$ cat config.mk
export PLATFORM = sky130hd
export DESIGN_NAME = global_branch_predictor_flat
export DESIGN_NICKNAME = d
export VERILOG_FILES = /design/src/rtl/global_branch_predictor_if.sv /design/src/rtl/global_branch_predictor.sv /design/src/flat_wrapper.sv
export SDC_FILE = /design/constraint.sdc
export NUM_CORES = 2
export LEC_CHECK = 0
export ABC_AREA = 1
export CAP_MARGIN = 15
export CELL_PAD_IN_SITES_DETAIL_PLACEMENT = 0
export CELL_PAD_IN_SITES_GLOBAL_PLACEMENT = 1
export CORE_ASPECT_RATIO = 1.2
export CORE_MARGIN = 4
export CORE_UTILIZATION = 50
export DETAILED_ROUTE_END_ITERATION = 10
export GPL_TIMING_DRIVEN = 1
export HOLD_SLACK_MARGIN = 0.1
export PLACE_DENSITY_LB_ADDON = 0.1
export SLEW_MARGIN = 20
export SYNTH_ARGS = -nofsm -noshare
export SYNTH_HDL_FRONTEND = slang
export SYNTH_SLANG_ARGS = --single-unit
export TNS_END_PERCENT = 10
$ cat constraint.sdc
create_clock -name clk -period 66.8 [get_ports clk]
set_input_delay 6.68 -clock clk [delete_from_list [all_inputs] [get_ports clk]]
set_output_delay 6.68 -clock clk [all_outputs]
set_load 0.01 [all_outputs]
$ cat src/rtl/global_branch_predictor_if.sv
// global_branch_predictor_if
//   Groups the fetch/decode signals exchanged between the pipeline and the
//   branch predictor.
//   Signals:
//     pcsrcd     [1:0]  decode outcome (bit0 branch taken, bit1 jump)
//     pcd        [31:0] PC of the instruction in decode
//     pcbranchd  [31:0] actual target of the instruction in decode
//     originalpc [31:0] PC of the instruction being fetched
//     pcnext     [31:0] next fetch address chosen by the predictor
//     clrbp             misprediction flush
//   Modports:
//     master : pipeline side, drives the decode/fetch information
//     slave  : predictor side, returns pcnext and clrbp
interface global_branch_predictor_if;
  logic [1:0]  pcsrcd;
  logic [31:0] pcd;
  logic [31:0] pcbranchd;
  logic [31:0] originalpc;
  logic [31:0] pcnext;
  logic        clrbp;

  modport master (
    output pcsrcd, pcd, pcbranchd, originalpc,
    input  pcnext, clrbp
  );

  modport slave (
    input  pcsrcd, pcd, pcbranchd, originalpc,
    output pcnext, clrbp
  );
endinterface

$ cat src/rtl/global_branch_predictor.sv
// global_branch_predictor
//   Fetch-stage branch predictor: a fully-associative branch target buffer
//   (BTB) with round-robin replacement plus a pattern history table (PHT) of
//   2-bit saturating counters. A global history register (GHR) is always
//   maintained.
//   Ports:
//     clk    : clock, all state updates on the rising edge
//     reset  : asynchronous, active-high reset
//     bp     : global_branch_predictor_if.slave
//              (pcsrcd, pcd, pcbranchd, originalpc in; pcnext, clrbp out)
//   Parameters:
//     BTB_ENTRIES : number of BTB entries (power of 2, >= 2)
//     HIST_BITS   : GHR width; the PHT holds 2^HIST_BITS counters
//     PC_STEP     : sequential PC increment
//   Configuration macro:
//     GBP_GSHARE_EN : when defined the PHT is indexed by pc XOR GHR (gshare);
//                     otherwise by the low PC bits alone (bimodal).
module global_branch_predictor #(
  parameter int BTB_ENTRIES = 8,
  parameter int HIST_BITS   = 6,
  parameter int PC_STEP     = 4
) (
  input logic                       clk,
  input logic                       reset,
  global_branch_predictor_if.slave  bp
);

  localparam int PHT_SIZE = 1 << HIST_BITS;
  localparam int PTR_W    = $clog2(BTB_ENTRIES);
  localparam logic [31:0] STEP = 32'(PC_STEP);

  logic                 btb_valid  [BTB_ENTRIES];
  logic [31:0]          btb_tag    [BTB_ENTRIES];
  logic [31:0]          btb_target [BTB_ENTRIES];
  logic [PTR_W-1:0]     rep_ptr;

  logic [1:0]           pht [PHT_SIZE];
  logic [HIST_BITS-1:0] ghr;
  logic [HIST_BITS-1:0] ghr_next;

  // Record of the prediction made for the instruction now in decode
  logic                 rec_valid;
  logic                 rec_predt;
  logic [31:0]          rec_target;
  logic [HIST_BITS-1:0] rec_idx;

  logic                 fetch_hit;
  logic [31:0]          fetch_target;
  logic [HIST_BITS-1:0] fetch_idx;
  logic                 fetch_predt;
  logic [31:0]          pred_pc;

  logic                 dec_hit;
  logic [PTR_W-1:0]     dec_slot;
  logic                 resolved_taken;
  logic                 mispredict;

  // Fetch-side lookup. Tags are unique because allocation only happens on a
  // miss, so the first match is the only match.
  always_comb begin
    fetch_hit    = 1'b0;
    fetch_target = '0;
    for (int i = 0; i < BTB_ENTRIES; i++) begin
      if (!fetch_hit && btb_valid[i] && (btb_tag[i] == bp.originalpc)) begin
        fetch_hit    = 1'b1;
        fetch_target = btb_target[i];
      end
    end
  end

`ifdef GBP_GSHARE_EN
  assign fetch_idx = bp.originalpc[HIST_BITS-1:0] ^ ghr;
`else
  assign fetch_idx = bp.originalpc[HIST_BITS-1:0];
`endif

  assign fetch_predt = fetch_hit && pht[fetch_idx][1];
  assign pred_pc     = fetch_predt ? fetch_target : (bp.originalpc + STEP);

  // Decode-side lookup, used to pick the entry to retarget and to decide
  // whether a not-taken resolution still trains the PHT.
  always_comb begin
    dec_hit  = 1'b0;
    dec_slot = '0;
    for (int i = 0; i < BTB_ENTRIES; i++) begin
      if (!dec_hit && btb_valid[i] && (btb_tag[i] == bp.pcd)) begin
        dec_hit  = 1'b1;
        dec_slot = PTR_W'(i);
      end
    end
  end

  assign resolved_taken = bp.pcsrcd[0] | bp.pcsrcd[1];

  // A taken/not-taken disagreement, or a taken prediction to the wrong place
  assign mispredict = rec_valid &&
                      ((rec_predt != resolved_taken) ||
                       (resolved_taken && rec_predt && (rec_target != bp.pcbranchd)));

  // The correction for the decode instruction always wins over the new
  // fetch prediction.
  always_comb begin
    bp.clrbp  = mispredict;
    bp.pcnext = pred_pc;
    if (mispredict) begin
      bp.pcnext = resolved_taken ? bp.pcbranchd : (bp.pcd + STEP);
    end
  end

  // Shifting the whole register keeps every GHR bit live even when the
  // bimodal index ignores it.
  assign ghr_next = (ghr << 1) | HIST_BITS'(resolved_taken);

  // BTB allocation / retargeting with a round-robin replacement pointer
  always_ff @(posedge clk or posedge reset) begin
    if (reset) begin
      for (int i = 0; i < BTB_ENTRIES; i++) begin
        btb_valid[i]  <= 1'b0;
        btb_tag[i]    <= '0;
        btb_target[i] <= '0;
      end
      rep_ptr <= '0;
    end else if (rec_valid && resolved_taken) begin
      if (dec_hit) begin
        btb_target[dec_slot] <= bp.pcbranchd;
      end else begin
        btb_valid[rep_ptr]  <= 1'b1;
        btb_tag[rep_ptr]    <= bp.pcd;
        btb_target[rep_ptr] <= bp.pcbranchd;
        rep_ptr             <= rep_ptr + PTR_W'(1);
      end
    end
  end

  // PHT counter training and history shift. Branches that never entered the
  // BTB and resolve not-taken are treated as ordinary instructions.
  always_ff @(posedge clk or posedge reset) begin
    if (reset) begin
      for (int i = 0; i < PHT_SIZE; i++) begin
        pht[i] <= 2'b01;
      end
      ghr <= '0;
    end else if (rec_valid && (resolved_taken || dec_hit)) begin
      if (resolved_taken && (pht[rec_idx] != 2'b11)) begin
        pht[rec_idx] <= pht[rec_idx] + 2'b01;
      end else if (!resolved_taken && (pht[rec_idx] != 2'b00)) begin
        pht[rec_idx] <= pht[rec_idx] - 2'b01;
      end
      ghr <= ghr_next;
    end
  end

  // Capture the fetch prediction; a flush squashes the fetched instruction
  always_ff @(posedge clk or posedge reset) begin
    if (reset) begin
      rec_valid  <= 1'b0;
      rec_predt  <= 1'b0;
      rec_target <= '0;
      rec_idx    <= '0;
    end else begin
      rec_valid  <= !mispredict;
      rec_predt  <= fetch_predt;
      rec_target <= fetch_target;
      rec_idx    <= fetch_idx;
    end
  end

endmodule

$ cat src/flat_wrapper.sv
// flat-port wrapper written by rule: the top's interface ports become plain ports
module global_branch_predictor_flat 
#(
  parameter int BTB_ENTRIES = 8,
  parameter int HIST_BITS   = 6,
  parameter int PC_STEP     = 4
)
  (clk, reset, bp_pcsrcd, bp_pcd, bp_pcbranchd, bp_originalpc, bp_pcnext, bp_clrbp);
  global_branch_predictor_if bp_i ();
  input logic clk;
  input logic reset;
  input wire logic [$bits(bp_i.pcsrcd)-1:0] bp_pcsrcd;
  input wire logic [$bits(bp_i.pcd)-1:0] bp_pcd;
  input wire logic [$bits(bp_i.pcbranchd)-1:0] bp_pcbranchd;
  input wire logic [$bits(bp_i.originalpc)-1:0] bp_originalpc;
  output wire logic [$bits(bp_i.pcnext)-1:0] bp_pcnext;
  output wire logic [$bits(bp_i.clrbp)-1:0] bp_clrbp;
  assign bp_i.pcsrcd = bp_pcsrcd;
  assign bp_i.pcd = bp_pcd;
  assign bp_i.pcbranchd = bp_pcbranchd;
  assign bp_i.originalpc = bp_originalpc;
  assign bp_pcnext = bp_i.pcnext;
  assign bp_clrbp = bp_i.clrbp;
  global_branch_predictor #(.BTB_ENTRIES(BTB_ENTRIES), .HIST_BITS(HIST_BITS), .PC_STEP(PC_STEP)) u_core (.clk(clk), .reset(reset), .bp(bp_i));
endmodule
==> results.yml <==
run_status:
  run_status: "finished, final reports clean"
die:
  floorplan.initialDensity_pct: 50.4
  die_width_um: 266
  coreArea_um2: 79200
  rows: 113
  die-area_um2: 84400
  fp.dieH_um: 317
  ios: 133
placed_design:
  post-place-ws_ns: 47.13
  gp_congestion: 1.05
  dp_hpwl_mm: 128
  place_inst: 6484
  port_buffers: 132
grt:
  grt_antenna_before_repair: 5
  grt_pass1_vias: 37834
  grt_pass1_wl_mm: 270
  overflow: 0
  grt_max_degree: 157
  grt_usage_pct: 44.0
logic_synthesis:
  synth_seq_cells: 691
  synth.area.top_cells: "dfrtp_1 39%, nand2_1 18%, o21ai_0 6.7%, nand3_1 5.7%, dfstp_2 4.2%"
  ys_seq_area_share_pct: 43.6
  syn_nets: 5642
  synth_cell_type_count: 60
  synth_area_leader_cell: "dfrtp_1"
  synth_top_area_share_pct: 39.3
  synthFlopType: "dfrtp_1"
  async_flop_share_pct: 100
  syn_inst: 5536
  synth_edf_count: 0
  yosysMostFrequentCell: "nand2_1"
  synth_area_per_cell_um2: 7.20
  synth_common_cells: "1,936 x nand2_1, 627 x dfrtp_1, 533 x o21ai_0"
  synth.cell_area_um2: 39900
  synth_warnings: 0
clock_tree:
  post_cts_resize_count: 0
  clk_path_buf_depth: 3
  cts.htree.levels: 3
  cts_sinks: 691
  post_cts_buffers: 0
  cts_hold_buf: 0
  numCtsBuffers: 77
  clk_latency_ns: 0.68
  cts-root-buf: "clkbuf_16"
  clk_pin_slew_worst_paths_ns: 0.06
  tritoncts: "done"
sta:
  worst_pin_slew_ns: 1.18
  fin_skew_ns: 0.0466
  finalMaxSlewViolations: 0
  period_share_pct: 29.9
  slew_headroom_pct: 20.8
  timing.final.ws_setup_ns: 46.82
  hold_viol_final: 0
  grt_setup_unrepaired: "no"
  setup_viol: 0
  max_freq_mhz: 50.1
  fin_crit_ns: 19.98
  fin_tns_setup_ns: 0
final_layout:
  fillCellCount: 7435
  fin_nets: 5634
  layout-drive-gt1-share_pct: 8.04
  syn_to_final_growth_pct: 11.9
  utilization_pct: 56.3
  final_cells: 6624
worst_hold_path:
  min_path_type: "reg -> reg"
drt:
  wl_per_cell_um: 28.7
  firstDrtPassIters: 7
  drt_iter0_drc: 6341
  routed_via_density: 6.20
  via_count: 41075
  wl_mm: 190
  drc_errors: 0
  drt.antenna.violating_nets: 0
power:
  powerDensity_nw_per_um2: 38.6
  vdd_drop_max_mv: 0.0306
  power_mw: 1.72
  p_leak_nw: 21.4
setup_path:
  arrival_ns: 13.30
  cp-end-kind: "output pin"
  crit_type: "in -> out"
  crit_path_max_fanout: 35
  worstPathRequired_ns: 60.12
  crit_start: "bp_originalpc[1]"
  reg2reg_from: "u_core.btb_tag[116]"
  critPathLaunchType: "input port"
run:
  max-cap-violations: 0
==> worst max-delay path, stage by stage <==
cell	delay [ns]
clkdlybuf4s50_1	0.40
buf_4	0.28
inv_1	0.68
buf_4	0.47
nand2_1	0.09
nand2_1	0.08
nor2_1	0.05
nand2_1	0.05
nor2_1	0.05
nand3_2	0.08
buf_4	0.41
nand3_1	0.21
nor2_4	0.69
nand4_1	0.33
nor2_4	0.75
buf_4	0.46
nand2_1	0.10
nand2_1	0.11
nand2_1	0.05
a21oi_1	0.52
clkdlybuf4s50_1	0.67
==> cells in the final DEF (no fill, tap or decap), drive strengths merged, types with 6 or more instances in the layout <==
cell,instances
a211oi,6
a21oi,97
a221oi,8
a22oi,10
buf,133
bufinv,10
clkbuf,104
clkdlybuf4s50,131
clkinv,28
dfrtp,627
dfstp,64
ha,6
inv,412
nand2,1962
nand3,457
nand4,95
nor2,373
nor3,67
nor4,18
o2111ai,26
o211ai,22
o21ai,561
o221ai,8
o22ai,109
o41ai,6
or2,16
xnor2,97
xor2,99
==> power by group <==
part           switching, mW  internal [mW]
Sequential             0.174          0.581
Combinational          0.322          0.181
Clock                  0.194          0.269
==> metrics by stage <==
stage               instance area (um2)  hold WS [ns]
floorplan                         39900         0.434
global placement                  41900         0.454
detailed placement                41900         0.458
CTS                               44600         0.471
global route                      44600         0.483
finish                            44600         0.470
==> kinds of logic after synthesis <==
kind of cell             after synthesis  share of synthesized area [%]
XOR/XNOR                             196                           4.30
buffers and inverters                769                           8.23
AO/OA/AOI/OAI                        875                           12.3
AND/OR/NAND/NOR                     2999                           31.5
adder cells (fa/ha/maj)                6                          0.188
flip-flops                           691                           43.6
==> final timing paths <==
kind / end / slack [ns] / cells past startpoint
setup reg to reg: u_core.btb_target[46] / 61.76 / 13
min in group asynchronous: u_core.pht[79] / 6.52 / 2
hold reg to reg: flip-flop / 0.47 / 2
max in group asynchronous: u_core.btb_target[73] / 57.97 / 4
setup / recovery: bp_pcnext[4] / 46.82 / 21
hold / removal: flip-flop / 0.47 / 2
==> final cells by class <==
type / count / area, um2 / share of cell area (%)
diodes: 1 / 2.50 / 0.00561
clock buffers: 104 / 2170 / 4.86
clock inverters: 35 / 520 / 1.17
inverters: 418 / 1580 / 3.53
multi-input cells: 4076 / 19400 / 43.4
flip-flops and latches: 691 / 17400 / 38.9
well taps: 1035 / 1290 / 2.90
repair buffers: 264 / 2320 / 5.21
==> flip-flops by register name (all words and copies together) (netlist names), named ones only <==
signal	count
u_core.pht	64
u_core.rep_ptr	3
u_core.btb_valid	8
u_core.btb_target	256
u_core.rec_valid	1
u_core.btb_tag	256
u_core.rec_idx	6
u_core.rec_predt	1
u_core.rec_target	32
==> layer usage <==
| layer | up-vias | GRT usage [%] | part of all wire [%] |
|---|---|---|---|
| met5 | - | 0 | 0.0068 |
| li1 | 17941 | - | - |
| met4 | 2 | 27.8 | 8.0 |
| met3 | 700 | 10.7 | 12 |
| met2 | 2887 | 66.4 | 43 |
| met1 | 19545 | 57.0 | 37 |
Note: power is estimated with default switching activity, not from simulation.
